File: src/rtl/regfile_seq_pkg.sv
// rtl/regfile_seq_pkg.sv - encodings and helpers for the register-pair command sequencer
package regfile_seq_pkg;

    typedef enum logic [3:0] {
        CMD_NOP   = 4'd0,
        CMD_RD_LO = 4'd1,
        CMD_RD_HI = 4'd2,
        CMD_WR_LO = 4'd3,
        CMD_WR_HI = 4'd4,
        CMD_INC1  = 4'd5,
        CMD_INC2  = 4'd6,
        CMD_DEC1  = 4'd7,
        CMD_DEC2  = 4'd8,
        CMD_ADDR  = 4'd9
    } cmd_e;

    typedef enum logic [2:0] {
        PAIR_BC = 3'd0,
        PAIR_DE = 3'd1,
        PAIR_HL = 3'd2,
        PAIR_WZ = 3'd3,
        PAIR_PC = 3'd4,
        PAIR_SP = 3'd5
    } pair_e;

    typedef enum logic [2:0] {
        ST_IDLE  = 3'd0,
        ST_SETUP = 3'd1,
        ST_LATCH = 3'd2,
        ST_CALC  = 3'd3,
        ST_RSTB  = 3'd4,
        ST_WSTB  = 3'd5,
        ST_HOLD  = 3'd6,
        ST_DONE  = 3'd7
    } state_e;

    localparam logic [3:0] CMD_LAST  = 4'd9;
    localparam logic [2:0] PAIR_LAST = 3'd5;

    // Registered control bundle driven towards the register file and control unit
    typedef struct packed {
        logic rreg_rd;
        logic lreg_rd;
        logic rreg_wr;
        logic lreg_wr;
        logic dreg_rd;
        logic dreg_wr;
        logic dreg_inc;
        logic dreg_dec;
        logic dreg_cnt;
        logic dreg_cnt2;
        logic ack;
        logic err;
        logic busy;
    } strobe_t;

    // Select order is {sp, pc, wz, hl, de, bc}; an out-of-range pair selects nothing
    function automatic logic [5:0] pair_onehot(input pair_e p);
        logic [5:0] oh;
        oh = 6'b000000;
        case (p)
            PAIR_BC: oh = 6'b000001;
            PAIR_DE: oh = 6'b000010;
            PAIR_HL: oh = 6'b000100;
            PAIR_WZ: oh = 6'b001000;
            PAIR_PC: oh = 6'b010000;
            PAIR_SP: oh = 6'b100000;
            default: oh = 6'b000000;
        endcase
        return oh;
    endfunction

endpackage

File: src/rtl/regfile_seq.sv
// rtl/regfile_seq.sv - expands register-pair transfer commands into select/strobe sequences
module regfile_seq
    import regfile_seq_pkg::*;
(
    input  logic       clk,
    input  logic       rst,
    input  logic       req,
    input  logic [3:0] cmd,
    input  logic [2:0] sel,
    output logic       ack,
    output logic       err,
    output logic       busy,
    output logic       bc_rw,
    output logic       de_rw,
    output logic       hl_rw,
    output logic       wz_rw,
    output logic       pc_rw,
    output logic       sp_rw,
    output logic       rreg_rd,
    output logic       lreg_rd,
    output logic       rreg_wr,
    output logic       lreg_wr,
    output logic       dreg_rd,
    output logic       dreg_wr,
    output logic       dreg_inc,
    output logic       dreg_dec,
    output logic       dreg_cnt,
    output logic       dreg_cnt2,
    input  logic       carry_in,
    output logic       carry
);

    state_e      state_q, state_d;
    cmd_e        cmd_q, cmd_d;
    pair_e       sel_q, sel_d;
    logic        bad_q, bad_d;
    logic [5:0]  pair_q, pair_d;
    strobe_t     stb_q, stb_d;
    logic        carry_q, carry_d;

    logic illegal;
    logic active;
    logic is_inc;
    logic is_dec;
    logic incdec;

    // Next-state sequencing and capture of the accepted command
    always_comb begin
        state_d = state_q;
        cmd_d   = cmd_q;
        sel_d   = sel_q;
        bad_d   = bad_q;
        illegal = (cmd == 4'd0) || (cmd > CMD_LAST) || (sel > PAIR_LAST);
        is_inc  = (cmd_q == CMD_INC1) || (cmd_q == CMD_INC2);
        is_dec  = (cmd_q == CMD_DEC1) || (cmd_q == CMD_DEC2);
        incdec  = is_inc || is_dec;
        case (state_q)
            ST_IDLE: begin
                if (req) begin
                    cmd_d   = cmd_e'(cmd);
                    sel_d   = pair_e'(sel);
                    bad_d   = illegal;
                    state_d = illegal ? ST_DONE : ST_SETUP;
                end
            end
            ST_SETUP: begin
                case (cmd_q)
                    CMD_RD_LO, CMD_RD_HI: state_d = ST_RSTB;
                    CMD_WR_LO, CMD_WR_HI: state_d = ST_WSTB;
                    default:              state_d = ST_LATCH;
                endcase
            end
            ST_LATCH: state_d = incdec ? ST_CALC : ST_HOLD;
            ST_CALC:  state_d = ST_WSTB;
            ST_RSTB:  state_d = ST_HOLD;
            ST_WSTB:  state_d = ST_HOLD;
            ST_HOLD:  state_d = ST_DONE;
            ST_DONE:  state_d = ST_IDLE;
            default:  state_d = ST_IDLE;
        endcase
    end

    // Output decode of the current state; registered so every line lags the state by one cycle
    always_comb begin
        stb_d   = '0;
        active  = (state_q != ST_IDLE) && (state_q != ST_DONE);
        pair_d  = active ? pair_onehot(sel_q) : 6'b000000;
        carry_d = stb_q.dreg_wr ? carry_in : carry_q;

        stb_d.rreg_rd   = (cmd_q == CMD_RD_LO) && ((state_q == ST_RSTB) || (state_q == ST_HOLD));
        stb_d.lreg_rd   = (cmd_q == CMD_RD_HI) && ((state_q == ST_RSTB) || (state_q == ST_HOLD));
        stb_d.rreg_wr   = (cmd_q == CMD_WR_LO) && (state_q == ST_WSTB);
        stb_d.lreg_wr   = (cmd_q == CMD_WR_HI) && (state_q == ST_WSTB);
        stb_d.dreg_rd   = (state_q == ST_LATCH);
        stb_d.dreg_wr   = incdec && (state_q == ST_WSTB);
        stb_d.dreg_inc  = active && is_inc;
        stb_d.dreg_dec  = active && is_dec;
        stb_d.dreg_cnt  = active && ((cmd_q == CMD_INC1) || (cmd_q == CMD_DEC1));
        stb_d.dreg_cnt2 = active && ((cmd_q == CMD_INC2) || (cmd_q == CMD_DEC2));
        stb_d.ack       = (state_q == ST_DONE);
        stb_d.err       = (state_q == ST_DONE) && bad_q;
        stb_d.busy      = (state_q != ST_IDLE) || req;
    end

    // State, captured command and all registered outputs
    always_ff @(posedge clk or posedge rst) begin
        if (rst) begin
            state_q <= ST_IDLE;
            cmd_q   <= CMD_NOP;
            sel_q   <= PAIR_BC;
            bad_q   <= 1'b0;
            pair_q  <= 6'b000000;
            stb_q   <= '0;
            carry_q <= 1'b0;
        end else begin
            state_q <= state_d;
            cmd_q   <= cmd_d;
            sel_q   <= sel_d;
            bad_q   <= bad_d;
            pair_q  <= pair_d;
            stb_q   <= stb_d;
            carry_q <= carry_d;
        end
    end

    assign {sp_rw, pc_rw, wz_rw, hl_rw, de_rw, bc_rw} = pair_q;
    assign rreg_rd   = stb_q.rreg_rd;
    assign lreg_rd   = stb_q.lreg_rd;
    assign rreg_wr   = stb_q.rreg_wr;
    assign lreg_wr   = stb_q.lreg_wr;
    assign dreg_rd   = stb_q.dreg_rd;
    assign dreg_wr   = stb_q.dreg_wr;
    assign dreg_inc  = stb_q.dreg_inc;
    assign dreg_dec  = stb_q.dreg_dec;
    assign dreg_cnt  = stb_q.dreg_cnt;
    assign dreg_cnt2 = stb_q.dreg_cnt2;
    assign ack       = stb_q.ack;
    assign err       = stb_q.err;
    assign busy      = stb_q.busy;
    assign carry     = carry_q;

endmodule

File: config.mk
export PLATFORM = sky130hd
export DESIGN_NAME = regfile_seq
export DESIGN_NICKNAME = d
export VERILOG_FILES = /design/src/rtl/regfile_seq_pkg.sv /design/src/rtl/regfile_seq.sv
export SDC_FILE = /design/constraint.sdc
export NUM_CORES = 1
export LEC_CHECK = 0
export CORE_MARGIN = 1
export CORE_UTILIZATION = 49
export CTS_CLUSTER_SIZE = 14
export DETAILED_ROUTE_END_ITERATION = 7
export GPL_TIMING_DRIVEN = 1
export PLACE_DENSITY = 0.81
export SLEW_MARGIN = 20
export SYNTH_ARGS = -nofsm -noshare
export SYNTH_HDL_FRONTEND = slang
export SYNTH_SLANG_ARGS = --single-unit
File: constraint.sdc
create_clock -name clk -period 2 [get_ports clk]
set_clock_uncertainty 0.1 [all_clocks]
set_input_delay 0.3 -clock clk [delete_from_list [all_inputs] [get_ports clk]]
set_output_delay 0.3 -clock clk [all_outputs]
set_load 0.05 [all_outputs]
# After elaboration in Yosys (flattened, before gate mapping)
# Cells that the tools add are included.
[word_totals]
regBits = 31
input_bits = 11
[classes]
n_eq_ne = 22
muxes = 7
reduce_logical = 28
n_lt_le_gt_ge = 2
[ops]
columns = ["op", "count"]
rows = [
  ["$pmux 6 s6", 1],
  ["$pmux 3 s7", 1],
  ["$eq 3x3->1 const B", 6],
  ["$eq 4x3->1 const B", 4],
  ["$eq 3x2->1 const B", 4],
  ["$logic_and 1x1->1", 11],
  ["$logic_or 1x1->1", 9],
  ["$mux 3", 3],
  ["$eq 4x2->1 const B", 2],
  ["$eq 3x1->1 const B", 2],
  ["$logic_not 3->1", 2],
  ["$mux 6", 1],
  ["$pmux 3 s2", 1],
  ["$reduce_or 2->1", 3],
  ["$eq 4x1->1 const B", 1],
  ["$eq 4x4->1 const B", 1],
  ["$gt 4x4->1 const B", 1],
  ["$logic_not 4->1", 1],
  ["$gt 3x3->1 const B", 1],
  ["$ne 3x3->1 const B", 1],
  ["$reduce_bool 3->1", 1],
  ["$ne 2x2->1 const B", 1],
  ["$reduce_and 2->1", 1],
]

# Logic depth before layout (Yosys ltp)
[logic_depth]
ltp_word = 6
ltp_mapped = 6
ltp_nobuf = 4

# Worst setup path after synthesis
# Ideal clock, no wire load.
[synth_path]
path_type = "register to register"
startpoint = "register state_q[1]"
endpoint = "register sel_q[0]"
path_stages_with_launch = 6
setup_time_ps = 125
arrival_time_ps = 1341
slack_ps = 434
period_less_slack_ps = 1566
path_cell_list = "dfrtp_1 > buf_6 > nor3_2 > and2_1 > buf_2 > mux2_2"
[synth_via]
elab_chain_len = 2
[synth_lines]
columns = ["element", "line_no", "text"]
rows = [
  ["from (decl)", "regfile_seq.sv:33", "state_e state_q, state_d;"],
  ["from (signal assigned)", "regfile_seq.sv:116", "state_q <= state_d;"],
  ["$logic_not 3->1", "regfile_seq.sv:57", "case (state_q)"],
  ["$reduce_and 2->1 (no source line)", "n/a", ""],
  ["to (signal assigned)", "regfile_seq.sv:118", "sel_q <= sel_d;"],
  ["to (decl)", "regfile_seq.sv:35", "pair_e sel_q, sel_d;"],
]
# Every way passes these cells.
# A chain may end at the register's enable or synchronous reset.

# Worst setup path after layout
[layout_path]
startpoint = "register stb_q (netlist bit dreg_wr)"
endpoint = "output dreg_wr"
[layout_lines]
columns = ["element", "line_no", "text"]
rows = [
  ["from (decl)", "regfile_seq.sv:38", "strobe_t stb_q, stb_d;"],
  ["from (signal assigned)", "regfile_seq.sv:121", "stb_q <= stb_d;"],
  ["to (decl)", "regfile_seq.sv:24", "output logic dreg_wr,"],
]
# No word-level cell between the ends.

==> flow_summary.json <==
{
  "outcome": "complete, no violations",
  "cts_setup_buffers": 0,
  "p_sw_frac": 0.441,
  "cts_root_buffer": "clkbuf_4",
  "clkSinkCount": 31,
  "critical_path_buf_inv_count": 1,
  "grt_use_total": 0.197,
  "worst_r2r_endpoint": "bad_q",
  "nNetsFinal": 153,
  "final-max-slew-violation-count": 0,
  "cts_resized": 0,
  "synth_cells": 111,
  "coreArea_sq_um": 2540,
  "gr-total-overflow": 0,
  "crit_required_ps": 1600,
  "power.switching_mw": 1.26,
  "die_y_um": 54.8,
  "die_x_um": 54.8,
  "avgSynthCellArea_sq_um": 12.3,
  "worst_setup_path_end_kind": "output pin",
  "stdcell_area_sq_um": 1720,
  "dr.pass1.iters": 4,
  "grt_pass1_vias": 942,
  "path_class": "reg -> out",
  "crit_path_start": "dreg_wr",
  "max_stage_delay_ps": 800,
  "ant_nets": 0,
  "slowest_stage": "clkdlybuf4s50_1",
  "htreeDepth": 2,
  "final_hold_viol_count": 0,
  "p_total_mw": 2.86,
  "place_area_sq_um": 1650,
  "synth_fp_nets": 122,
  "power-per-cell-area_nw_per_um2": 1660,
  "fin_crit_sh": 0.946,
  "slew_headroom": 0.654,
  "start_util": 0.537,
  "ys_ff_latch": 31,
  "cpLargestDelayFamily": "buffers and inverters",
  "layout_min_cycle_time_ps": 1890,
  "diodes": 0,
  "globalplace.congestion": 0.811,
  "maxCapViolCount": 0,
  "drt-total-wl_mm": 2.42,
  "r2r_start": "state_q[1]",
  "cp.depth": 1,
  "area_delta_synth_final_pct": 25.8,
  "clockBufferDepth": 2,
  "p_int_mw": 1.60,
  "critPathArrivalTime_ps": 1490,
  "cts_tree": "built",
  "antenna_found_initial": 0,
  "drt_iter0_drc": 12,
  "clkPwrFrac": 0.142,
  "worstSetupEndpoint": "dreg_wr",
  "synth_area_sq_um": 1370,
  "dp_hpwl_mm": 1.77,
  "setup_viol": 0,
  "drive_gt1_frac": 0.154,
  "die_area_sq_um": 3000,
  "setup.worst_path.start_class": "flop",
  "whs_ps": 241,
  "insertion_delay_ps": 320,
  "ys_warn_count": 0,
  "grt_setup_unrepaired": "no",
  "ys_seq_area_frac": 0.568,
  "r2r_cells": 3,
  "fin_tns_setup_ps": 0,
  "clk_pin_slew_ps": 90,
  "p_comb_frac": 0.481,
  "hold_path.class": "in -> async",
  "grt_pass1_wl_mm": 4.02,
  "portBuffers": 30,
  "grt_max_degree": 32,
  "seq_power_share": 0.376,
  "drc": 0,
  "pin_count": 31,
  "max_clock_freq_ghz": 0.528,
  "rrSetupSlack_ps": 210,
  "cts-hold-fix-buffers": 0,
  "power_leakage_nw": 0.745,
  "critical_path.cell_chain": "clkdlybuf4s50_1",
  "fin_util": 0.676,
  "numCtsBuffers": 5,
  "placementRows": 18,
  "irDropWorstVdd_v": 0.00113,
  "vias": 959,
  "synth.distinct_cells": 39,
  "cp_max_fo": 2,
  "viasPerCell": 5.54,
  "worst_slew_pin_slew_ps": 518,
  "routedWlPerCell_um": 14.0
}
-- area by class of cell --
type / count / area [sq um]
sequential: 31 / 776
inverter: 2 / 7.51
tap: 30 / 37.5
multi-input combinational: 69 / 507
fill: 192 / 826
timing repair buffer: 33 / 323
clock buffer: 8 / 68.8
-- synthesized netlist by cell type --
cell	number	area [sq um]
o211ai_1	1	7.51
nor3b_1	3	22.5
mux2_2	4	45.0
o211ai_2	1	12.5
or2_1	1	6.26
nand2_1	6	22.5
inv_1	2	7.51
or4b_4	1	13.8
dfrtp_1	31	776
a22oi_1	1	7.51
and4b_1	1	10.0
or2b_1	1	7.51
nor2_2	1	6.26
nor4b_4	1	23.8
a221oi_1	1	8.76
xnor2_1	1	8.76
mux2i_1	1	10.0
nor3_1	2	10.0
nor4_1	3	18.8
nand3_1	2	10.0
buf_2	1	5.00
and2_1	3	18.8
o21bai_1	1	7.51
nand3b_1	3	22.5
mux2_1	5	56.3
buf_4	1	7.51
nor3_2	2	20.0
a21oi_1	5	25.0
or4_1	1	7.51
nor2b_1	1	6.26
a21o_1	1	7.51
o21ai_0	2	10.0
o31ai_1	1	7.51
nor2_1	8	30.0
buf_6	5	56.3
nor4b_2	1	15.0
clkbuf_1	2	7.51
or3b_2	1	8.76
and3_1	2	12.5
-- cells by family after synthesis --
kind of cell,after synthesis,synth area share
xor gates and xnor gates,1,0.00641
DFF,31,0.568
and+or+nand+nor,44,0.214
muxes,10,0.0815
AOI/OAI and AO/OA,14,0.0687
buffers and inverters,11,0.0614
-- worst min path at each step --
stage	from	end	slack, ps	cells past startpoint
3_3_place_gp	bad_q	err	370	1
3_5_place_dp	bad_q	err	370	1
5_1_grt	rst	rreg_wr	290	3
6_report	rst	dreg_inc	240	3
4_1_cts	rst	pair_q[3]	250	3
2_1_floorplan	rst	ack	300	1
-- per-stage QoR --
step | setup slack (ps) | cells
4_1_cts | 87.7 | 173
3_3_place_gp | 218 | 165
6_report | 108 | 173
3_5_place_dp | 189 | 165
5_1_grt | 24.6 | 173
2_1_floorplan | 434 | 111
-- sequential cells by signal, indices dropped and copies added, names as in the netlist --
name       flops
state_q        3
sel_q          3
bad_q          1
busy           1
rreg_rd        1
err            1
lreg_rd        1
ack            1
lreg_wr        1
dreg_cnt2      1
rreg_wr        1
dreg_inc       1
cmd_q          4
dreg_wr        1
pair_q         6
dreg_dec       1
dreg_rd        1
carry          1
dreg_cnt       1
-- power by group through the flow --
stage,Combinational [mW],Clock [mW],Sequential (mW)
CTS,1.38,0.423,1.07
global route,1.48,0.456,1.11
global placement,1.34,0,1.06
finish,1.38,0.407,1.08
detailed placement,1.38,0,1.09
floorplan,0.731,0,1.42
-- routing by layer --
layer | vias up | global-route usage | share of wire
met5 | - | 0 | 0
met4 | 0 | 0.0726 | 0.012
met3 | 4 | 0.0917 | 0.055
met2 | 28 | 0.323 | 0.52
met1 | 470 | 0.222 | 0.41
li1 | 457 | - | -
-- placed cells by master (no fill, tap or decap), drive strengths merged, types with 4 or more instances in the layout --
cell | netlist | routed
nand2 | 6 | 6
a21oi | 5 | 5
clkbuf | 2 | 8
mux2 | 9 | 9
dfrtp | 31 | 31
nor3 | 4 | 4
clkdlybuf4s50 | 0 | 30
nor2 | 9 | 9
-- worst reg2reg max path, stage by stage, from the launching register on --
cell and delay, ps:
dfrtp_1 500, nor3_2 280, and2_1 420, mux2_2 390
Note: power is estimated with default switching activity, not from simulation.
